File: config.mk
export PLATFORM = sky130hd
export DESIGN_NAME = clock_domain_sequencer
export DESIGN_NICKNAME = d
export VERILOG_FILES = /design/src/rtl/clock_domain_sequencer.sv
export SDC_FILE = /design/constraint.sdc
export NUM_CORES = 1
export LEC_CHECK = 0
export BUFFER_PORTS_ARGS = -buffer_cell sky130_fd_sc_hd__buf_2
export CORE_MARGIN = 2
export CORE_UTILIZATION = 30
export CTS_BUF_LIST = sky130_fd_sc_hd__clkbuf_16
export DETAILED_ROUTE_END_ITERATION = 7
export GPL_TIMING_DRIVEN = 0
export PLACE_DENSITY = 0.58
export SLEW_MARGIN = 15
export SYNTH_ARGS = -nofsm -noshare
export SYNTH_HDL_FRONTEND = slang
export SYNTH_SLANG_ARGS = --single-unit
File: constraint.sdc
create_clock -name iclk_100MHz -period 7 [get_ports iclk_100MHz]
set_input_delay 0.35 -clock iclk_100MHz [delete_from_list [all_inputs] [get_ports iclk_100MHz]]
set_output_delay 0.35 -clock iclk_100MHz [all_outputs]
set_load 0.01 [all_outputs]
File: src/rtl/clock_domain_sequencer.sv
// ---------------------------------------------------------------------------
// clock_domain_sequencer
//
// Purpose:
//   Sits behind the MMCM / clock-wizard lock output. It synchronises the lock,
//   waits for it to be stable, and then releases one reset per clock domain
//   in ascending channel order with a fixed stagger. Each channel also gets a
//   runtime-programmable clock-enable pulse, so slow logic can run on the fast
//   clock. A loss of lock after release has begun puts every domain back into
//   reset and is counted in a saturating counter.
//
// Ports:
//   iclk_100MHz    in   1           system clock, all logic on the rising edge
//   irst           in   1           synchronous active-high reset
//   iclk_locked    in   1           MMCM lock, asynchronous to iclk_100MHz
//   idiv           in   N_CH*DIV_W  divisor per channel, ch k = idiv[k*DIV_W +: DIV_W]
//   orst           out  N_CH        active-high reset per channel domain
//   oce            out  N_CH        one-cycle clock-enable pulse per channel
//   oready         out  1           all channels released and lock held
//   olock_loss_cnt out  LOSS_CNT_W  saturating count of lock losses after release began
//   ostate         out  2           FSM state: 0 WAIT_LOCK, 1 STABLE, 2 RELEASE, 3 RUN
// ---------------------------------------------------------------------------
module clock_domain_sequencer #(
    parameter int N_CH            = 2,
    parameter int DIV_W           = 16,
    parameter int LOCK_STABLE_CYC = 1024,
    parameter int RST_STAGGER     = 16,
    parameter int LOSS_CNT_W      = 8
) (
    input  logic                    iclk_100MHz,
    input  logic                    irst,
    input  logic                    iclk_locked,
    input  logic [N_CH*DIV_W-1:0]   idiv,
    output logic [N_CH-1:0]         orst,
    output logic [N_CH-1:0]         oce,
    output logic                    oready,
    output logic [LOSS_CNT_W-1:0]   olock_loss_cnt,
    output logic [1:0]              ostate
);

    localparam int STAB_W = (LOCK_STABLE_CYC > 1) ? $clog2(LOCK_STABLE_CYC) : 1;
    localparam int STAG_W = (RST_STAGGER > 1) ? $clog2(RST_STAGGER) : 1;
    localparam int CH_W   = (N_CH > 1) ? $clog2(N_CH) : 1;

    localparam logic [STAB_W-1:0]     STAB_LAST = STAB_W'(LOCK_STABLE_CYC - 1);
    localparam logic [STAG_W-1:0]     STAG_LAST = STAG_W'(RST_STAGGER - 1);
    localparam logic [CH_W-1:0]       CH_LAST   = CH_W'(N_CH - 1);
    localparam logic [LOSS_CNT_W-1:0] LOSS_MAX  = '1;

    localparam logic [1:0] S_WAIT_LOCK = 2'd0;
    localparam logic [1:0] S_STABLE    = 2'd1;
    localparam logic [1:0] S_RELEASE   = 2'd2;
    localparam logic [1:0] S_RUN       = 2'd3;

    // Two-flop lock synchroniser; only locked_s is used by the sequencer.
    logic sync1_q, sync2_q;
    logic locked_s;
    assign locked_s = sync2_q;

    logic [1:0]            state_q, state_d;
    logic [STAB_W-1:0]     stab_q,  stab_d;
    logic [STAG_W-1:0]     stag_q,  stag_d;
    logic [CH_W-1:0]       ch_q,    ch_d;     // next channel to be released
    logic [N_CH-1:0]       rst_q,   rst_d;
    logic                  ready_q, ready_d;
    logic [LOSS_CNT_W-1:0] loss_q,  loss_d;
    logic                  loss_evt;

    // A loss only counts once release has started; a dropout while still
    // qualifying simply restarts the qualification.
    assign loss_evt = !locked_s && (state_q == S_RELEASE || state_q == S_RUN);

    always_comb begin
        state_d = state_q;
        stab_d  = stab_q;
        stag_d  = stag_q;
        ch_d    = ch_q;
        rst_d   = rst_q;
        ready_d = ready_q;
        loss_d  = loss_q;

        if (loss_evt) begin
            state_d = S_WAIT_LOCK;
            rst_d   = '1;
            ready_d = 1'b0;
            stab_d  = '0;
            stag_d  = '0;
            if (loss_q != LOSS_MAX) begin
                loss_d = loss_q + 1'b1;
            end
        end else begin
            case (state_q)
                S_WAIT_LOCK: begin
                    rst_d   = '1;
                    ready_d = 1'b0;
                    stab_d  = '0;
                    if (locked_s) begin
                        state_d = S_STABLE;
                    end
                end
                S_STABLE: begin
                    if (!locked_s) begin
                        state_d = S_WAIT_LOCK;
                        stab_d  = '0;
                    end else if (stab_q == STAB_LAST) begin
                        // Channel 0 is released on the edge entering RELEASE.
                        state_d  = S_RELEASE;
                        stab_d   = '0;
                        stag_d   = '0;
                        ch_d     = CH_W'(1);
                        rst_d[0] = 1'b0;
                        if (N_CH == 1) begin
                            state_d = S_RUN;
                            ready_d = 1'b1;
                        end
                    end else begin
                        stab_d = stab_q + 1'b1;
                    end
                end
                S_RELEASE: begin
                    if (stag_q == STAG_LAST) begin
                        stag_d      = '0;
                        rst_d[ch_q] = 1'b0;
                        if (ch_q == CH_LAST) begin
                            state_d = S_RUN;
                            ready_d = 1'b1;
                        end else begin
                            ch_d = ch_q + 1'b1;
                        end
                    end else begin
                        stag_d = stag_q + 1'b1;
                    end
                end
                S_RUN: begin
                    state_d = S_RUN;
                end
                default: begin
                    state_d = S_WAIT_LOCK;
                    rst_d   = '1;
                    ready_d = 1'b0;
                end
            endcase
        end
    end

    always_ff @(posedge iclk_100MHz) begin
        if (irst) begin
            sync1_q <= 1'b0;
            sync2_q <= 1'b0;
            state_q <= S_WAIT_LOCK;
            stab_q  <= '0;
            stag_q  <= '0;
            ch_q    <= '0;
            rst_q   <= '1;
            ready_q <= 1'b0;
            loss_q  <= '0;
        end else begin
            sync1_q <= iclk_locked;
            sync2_q <= sync1_q;
            state_q <= state_d;
            stab_q  <= stab_d;
            stag_q  <= stag_d;
            ch_q    <= ch_d;
            rst_q   <= rst_d;
            ready_q <= ready_d;
            loss_q  <= loss_d;
        end
    end

    // Per-channel clock-enable divider. It looks at rst_d so that oce is
    // registered yet already valid in the first cycle a channel is out of
    // reset (needed for D<=1). The divisor is latched only at release and at
    // the end of each period, so a mid-period change never distorts a period.
    for (genvar k = 0; k < N_CH; k++) begin : g_ce
        logic [DIV_W-1:0] cnt_q;
        logic [DIV_W-1:0] div_q;
        logic             oce_q;
        logic [DIV_W-1:0] new_div;
        logic [DIV_W-1:0] cnt_inc;
        logic [DIV_W-1:0] div_m1;
        logic             wrap;

        assign new_div = idiv[k*DIV_W +: DIV_W];
        assign cnt_inc = cnt_q + 1'b1;
        assign div_m1  = div_q - 1'b1;
        assign wrap    = (div_q <= DIV_W'(1)) || (cnt_q == div_m1);

        always_ff @(posedge iclk_100MHz) begin
            if (irst) begin
                cnt_q <= '0;
                div_q <= '0;
                oce_q <= 1'b0;
            end else if (rst_d[k]) begin
                cnt_q <= '0;
                oce_q <= 1'b0;
            end else if (rst_q[k] || wrap) begin
                // Start of a new period: first released cycle or wrap.
                div_q <= new_div;
                cnt_q <= '0;
                oce_q <= (new_div <= DIV_W'(1));
            end else begin
                cnt_q <= cnt_inc;
                oce_q <= (cnt_inc == div_m1);
            end
        end

        assign oce[k] = oce_q;
    end

    assign orst           = rst_q;
    assign oready         = ready_q;
    assign olock_loss_cnt = loss_q;
    assign ostate         = state_q;

endmodule

==> parameters.txt <==
Parameter                              Value

Run status
  Status ... finished clean

Worst hold path
  Startpoint of the tightest hold check path ... idiv[0]
  Worst Hold Class ... primary input to register

Placed design
  Global placer's final weighted congestion ... 0.819
  Count of buffers from port buffering ... 48
  Number of placed instances, taps included ... 1,069
  Pre-CTS WS ... 3.47 ns
  Half-perimeter wire length of the detailed placement result ... 11.8 mm
  Placed cell areas ... 6870 um^2

Timing
  Setup repair after global routing missed its margin ... false
  Final-report setup violation count ... 0
  Final worst setup slack ... 3.56 ns
  Worst hold slack ... 0.230 ns
  Sum Neg Setup Slack ... 0 ns
  Number of pins exceeding their max-slew limit in the final report ... 0
  Total count of hold-check failures in the final report ... 0
  Remaining max-slew budget at the tightest pin ... 40.4%
  Max frequency ... 0.291 GHz
  Final Critical Period ... 3.44 ns
  Worst Max-Slew Pin Slew ... 0.887 ns
  Fraction of the cycle the final worst path needs ... 49.2%
  Setup clock skew after layout ... 0.00691 ns

Floorplan
  Overall die height ... 149 um
  Horizontal extent of the die ... 149 um
  Top-level port count ... 50
  Effective utilization at floorplan ... 30.8%
  Area inside the core boundary ... 20,400 um^2
  DIE AREA ... 22,200 um^2
  Placement Rows ... 52

Global routing
  Global-route usage over all layers ... 14.3%
  Global-route wire length before repair ... 25.3 mm
  Number of global-route vias before repair ... 4,985
  Largest net degree at the start of global routing ... 18
  Aggregate global routing overflow ... 0
  Initial antenna violation count ... 0

Clock network
  Worst-skew pair later-pin latency ... 0.36 ns
  CTS Buf Count ... 9
  # Post-CTS Setup Buffers ... 0
  Clk sinks ... 96
  Clock tree buffer depth ... 2
  Number of H-tree branching levels ... 3
  Post-CTS sizing ... 0
  TritonCTS clock tree ... built
  Clock transition at path regs ... 0.07 ns
  Number of hold buffers added after CTS ... 0
  Cell chosen for the clock root ... sky130_fd_sc_hd__clkbuf_16

Detailed routing
  Sum of routed wire length over all layers ... 15.2 mm
  Remaining number of nets flagged by the antenna check after routing ... 0
  DR pass1 iterations ... 4
  Starting DRT DRC Count ... 266
  WL/cell ... 14.0 um
  Total vias in the final route ... 5,323
  Post-detailed-route via-to-cell ratio ... 4.91
  DRC violations left ... 0

Logic synthesis
  Post-synthesis instance area ... 6290 um^2
  Count of flip-flops with a built-in enable after synthesis ... 0
  Count of state elements after synthesis ... 96
  Xor and xnor area share after synthesis ... 17.1%
  Syn avg cell area ... 8.38 um^2
  Combinational family with the most area after synthesis ... simple AND/OR/NAND/NOR gates
  Post-Synthesis Net Count ... 802
  Number of unique standard cell types used by synthesis ... 67
  Most used flip-flop cell after synthesis ... sky130_fd_sc_hd__dfxtp_1
  Cell count after synthesis ... 751
  Proportion of synthesized flip-flops having asynchronous set or reset ... 0%
  Simple-gate area share of the yosys netlist ... 28.1%
  Yosys Warn Count ... 0
  Share of the synthesized area in compound gates (AO/OA/AOI/OAI) ... 9.64%
  Synthesized-area fraction occupied by adder cells ... 3.18%
  Portion of the post-synthesis area used by sequential elements ... 30.5%
  Multiplexer share of the synthesized area ... 6.06%

Pwr
  Standby leakage power ... 2.74 nW
  Power density over the cells ... 193 nW/um^2
  Maximum vdd drop ... 0.000118 V

Final layout
  Fraction of final layout cells sized beyond drive strength 1 ... 13.0%
  Number of nets in the finished design ... 861
  Antenna cells ... 0
  Layout filler cell count ... 2,225
  Synth-to-layout area growth ... 14.0%
  Reg area ... 1920 um^2
  Number of standard cells in the layout, taps in and fillers out ... 1,085
  Post-route design area ... 7180 um^2
  Area of the multi-input gates ... 4040 um^2

Critical path
  Critical path peak fanout ... 10
  Endpoint required time on the critical path ... 7.29 ns
  Critical path type ... register to register
  Peak per-stage delay on the critical path ... 0.55 ns
  Cell family with the largest share of critical-path delay ... simple AND/OR/NAND/NOR gates
  Type of element launching the critical path ... register
  Arrival time of data at the critical path endpoint ... 3.73 ns
  Slowest cell on the critical path ... sky130_fd_sc_hd__or4_1
  Critical Path Sink Type ... register
  Critical path buffer and inverter count ... 4
  Crit. Startpoint ... g_ce[1].div_q[0]
  Worst reg2reg path startpoint ... g_ce[1].div_q[0]
  Crit-path cells ... inv_1 > ha_1 > buf_2 > nor3b_1 > nand4_1 > xnor2_1 > or4_1 > o21ai_2 > and3_1 > buf_6 > buf_12 > mux2i_1

Run
  Number of max-cap violations ... 0
[per-layer routing]
metal  share of wire (%)  GRT usage (%)  vias to the layer above
met5                   0              0                        -
met1                  49           19.1                     2460
li1                    -              -                     2746
met4                 1.7           4.90                        0
met3                 3.7           2.97                       16
met2                  46           22.9                      101
[kinds of logic (layout without fill, tap and decap cells)]
family,after synthesis,count (layout)
and+or+nand+nor,333,333
xor gates and xnor gates,115,115
DFF,96,96
AOI/OAI and AO/OA,84,84
buffers and inverters,69,133
muxes,38,38
adders and majority gates,16,16
[final timing paths]
| check | end | slack (ns) | cells past startpoint |
|---|---|---|---|
| worst max-delay path | g_ce[1].div_q[7] | 3.56 | 12 |
| worst min-delay path | g_ce[0].div_q[0] | 0.23 | 3 |
| worst max register to register | g_ce[1].div_q[7] | 3.56 | 12 |
| worst min register to register | locked_s | 0.44 | 1 |
[placed cells by master (no fill, tap or decap), types with 21 or more instances in the layout]
cell type                  instances
sky130_fd_sc_hd__dfxtp_1          96
sky130_fd_sc_hd__a21oi_1          21
sky130_fd_sc_hd__xnor2_1          74
sky130_fd_sc_hd__mux2i_1          37
sky130_fd_sc_hd__nor2_1          101
sky130_fd_sc_hd__nand3_1          32
sky130_fd_sc_hd__xor2_1           36
sky130_fd_sc_hd__inv_1            23
sky130_fd_sc_hd__nand2b_1         38
sky130_fd_sc_hd__nand2_1          44
sky130_fd_sc_hd__clkbuf_1         25
sky130_fd_sc_hd__buf_2            60
[worst min-delay path, cell delays in order]
cell,delay (ns)
sky130_fd_sc_hd__buf_2,0.07
sky130_fd_sc_hd__mux2i_1,0.05
sky130_fd_sc_hd__nor2_1,0.07
[layout make-up]
| cell class | instances | share of cell area [%] |
|---|---|---|
| clock buffer | 9 | 3.14 |
| timing repair buffer | 48 | 3.35 |
| buffer | 46 | 3.47 |
| multi-input combinational | 586 | 56.3 |
| inverter | 23 | 1.20 |
| sequential | 96 | 26.8 |
| clock inverter | 7 | 1.10 |
| tap | 270 | 4.71 |
[sequential cells by signal, indices dropped and copies added, names as in the netlist, 2 cells and up]
signal,flops
g_ce.cnt_q,32
g_ce.oce_q,2
orst,2
g_ce.div_q,32
olock_loss_cnt,8
ostate,2
stab_q,10
stag_q,4
[per-stage QoR]
step	total power, mW	utilization (%)
final	1.38	35.1
after global routing	1.45	35.1
after CTS	1.40	35.1
after detailed placement	0.876	33.6
after global placement	0.874	33.6
after floorplan	0.810	-
[cell usage after synthesis, types with 3 or more instances]
| cell | count | area, um^2 |
|---|---|---|
| sky130_fd_sc_hd__nand2_1 | 44 | 165 |
| sky130_fd_sc_hd__buf_2 | 12 | 60.1 |
| sky130_fd_sc_hd__o22ai_1 | 3 | 18.8 |
| sky130_fd_sc_hd__or4_4 | 3 | 33.8 |
| sky130_fd_sc_hd__and4_1 | 4 | 35.0 |
| sky130_fd_sc_hd__xor2_1 | 36 | 315 |
| sky130_fd_sc_hd__nor4_1 | 17 | 106 |
| sky130_fd_sc_hd__a21oi_1 | 21 | 105 |
| sky130_fd_sc_hd__or3_1 | 5 | 31.3 |
| sky130_fd_sc_hd__nor2b_1 | 6 | 37.5 |
| sky130_fd_sc_hd__and3_1 | 11 | 68.8 |
| sky130_fd_sc_hd__nor4_2 | 6 | 75.1 |
| sky130_fd_sc_hd__ha_1 | 16 | 200 |
| sky130_fd_sc_hd__o31ai_1 | 5 | 37.5 |
| sky130_fd_sc_hd__or2_2 | 6 | 37.5 |
| sky130_fd_sc_hd__inv_1 | 23 | 86.3 |
| sky130_fd_sc_hd__nor2_1 | 101 | 379 |
| sky130_fd_sc_hd__o31a_1 | 4 | 35.0 |
| sky130_fd_sc_hd__xnor3_1 | 4 | 90.1 |
| sky130_fd_sc_hd__or4_1 | 5 | 37.5 |
| sky130_fd_sc_hd__mux2i_1 | 37 | 370 |
| sky130_fd_sc_hd__nand2b_1 | 38 | 238 |
| sky130_fd_sc_hd__a2bb2oi_1 | 3 | 26.3 |
| sky130_fd_sc_hd__nor3b_1 | 6 | 45.0 |
| sky130_fd_sc_hd__nand3_1 | 32 | 160 |
| sky130_fd_sc_hd__a31oi_1 | 5 | 31.3 |
| sky130_fd_sc_hd__a2111oi_0 | 4 | 35.0 |
| sky130_fd_sc_hd__xnor2_1 | 74 | 648 |
| sky130_fd_sc_hd__nand4_1 | 19 | 119 |
| sky130_fd_sc_hd__o2111ai_1 | 3 | 26.3 |
| sky130_fd_sc_hd__clkbuf_1 | 25 | 93.8 |
| sky130_fd_sc_hd__nor3_1 | 16 | 80.1 |
| sky130_fd_sc_hd__buf_6 | 5 | 56.3 |
| sky130_fd_sc_hd__o21ai_0 | 10 | 50.1 |
| sky130_fd_sc_hd__and2_1 | 5 | 31.3 |
| sky130_fd_sc_hd__dfxtp_1 | 96 | 1920 |
[power breakdown]
part	internal (mW)	switching [mW]
logic	0.133	0.161
registers	0.557	0.0135
clock network	0.282	0.237
No activity file was read; power rests on OpenSTA's default activity.
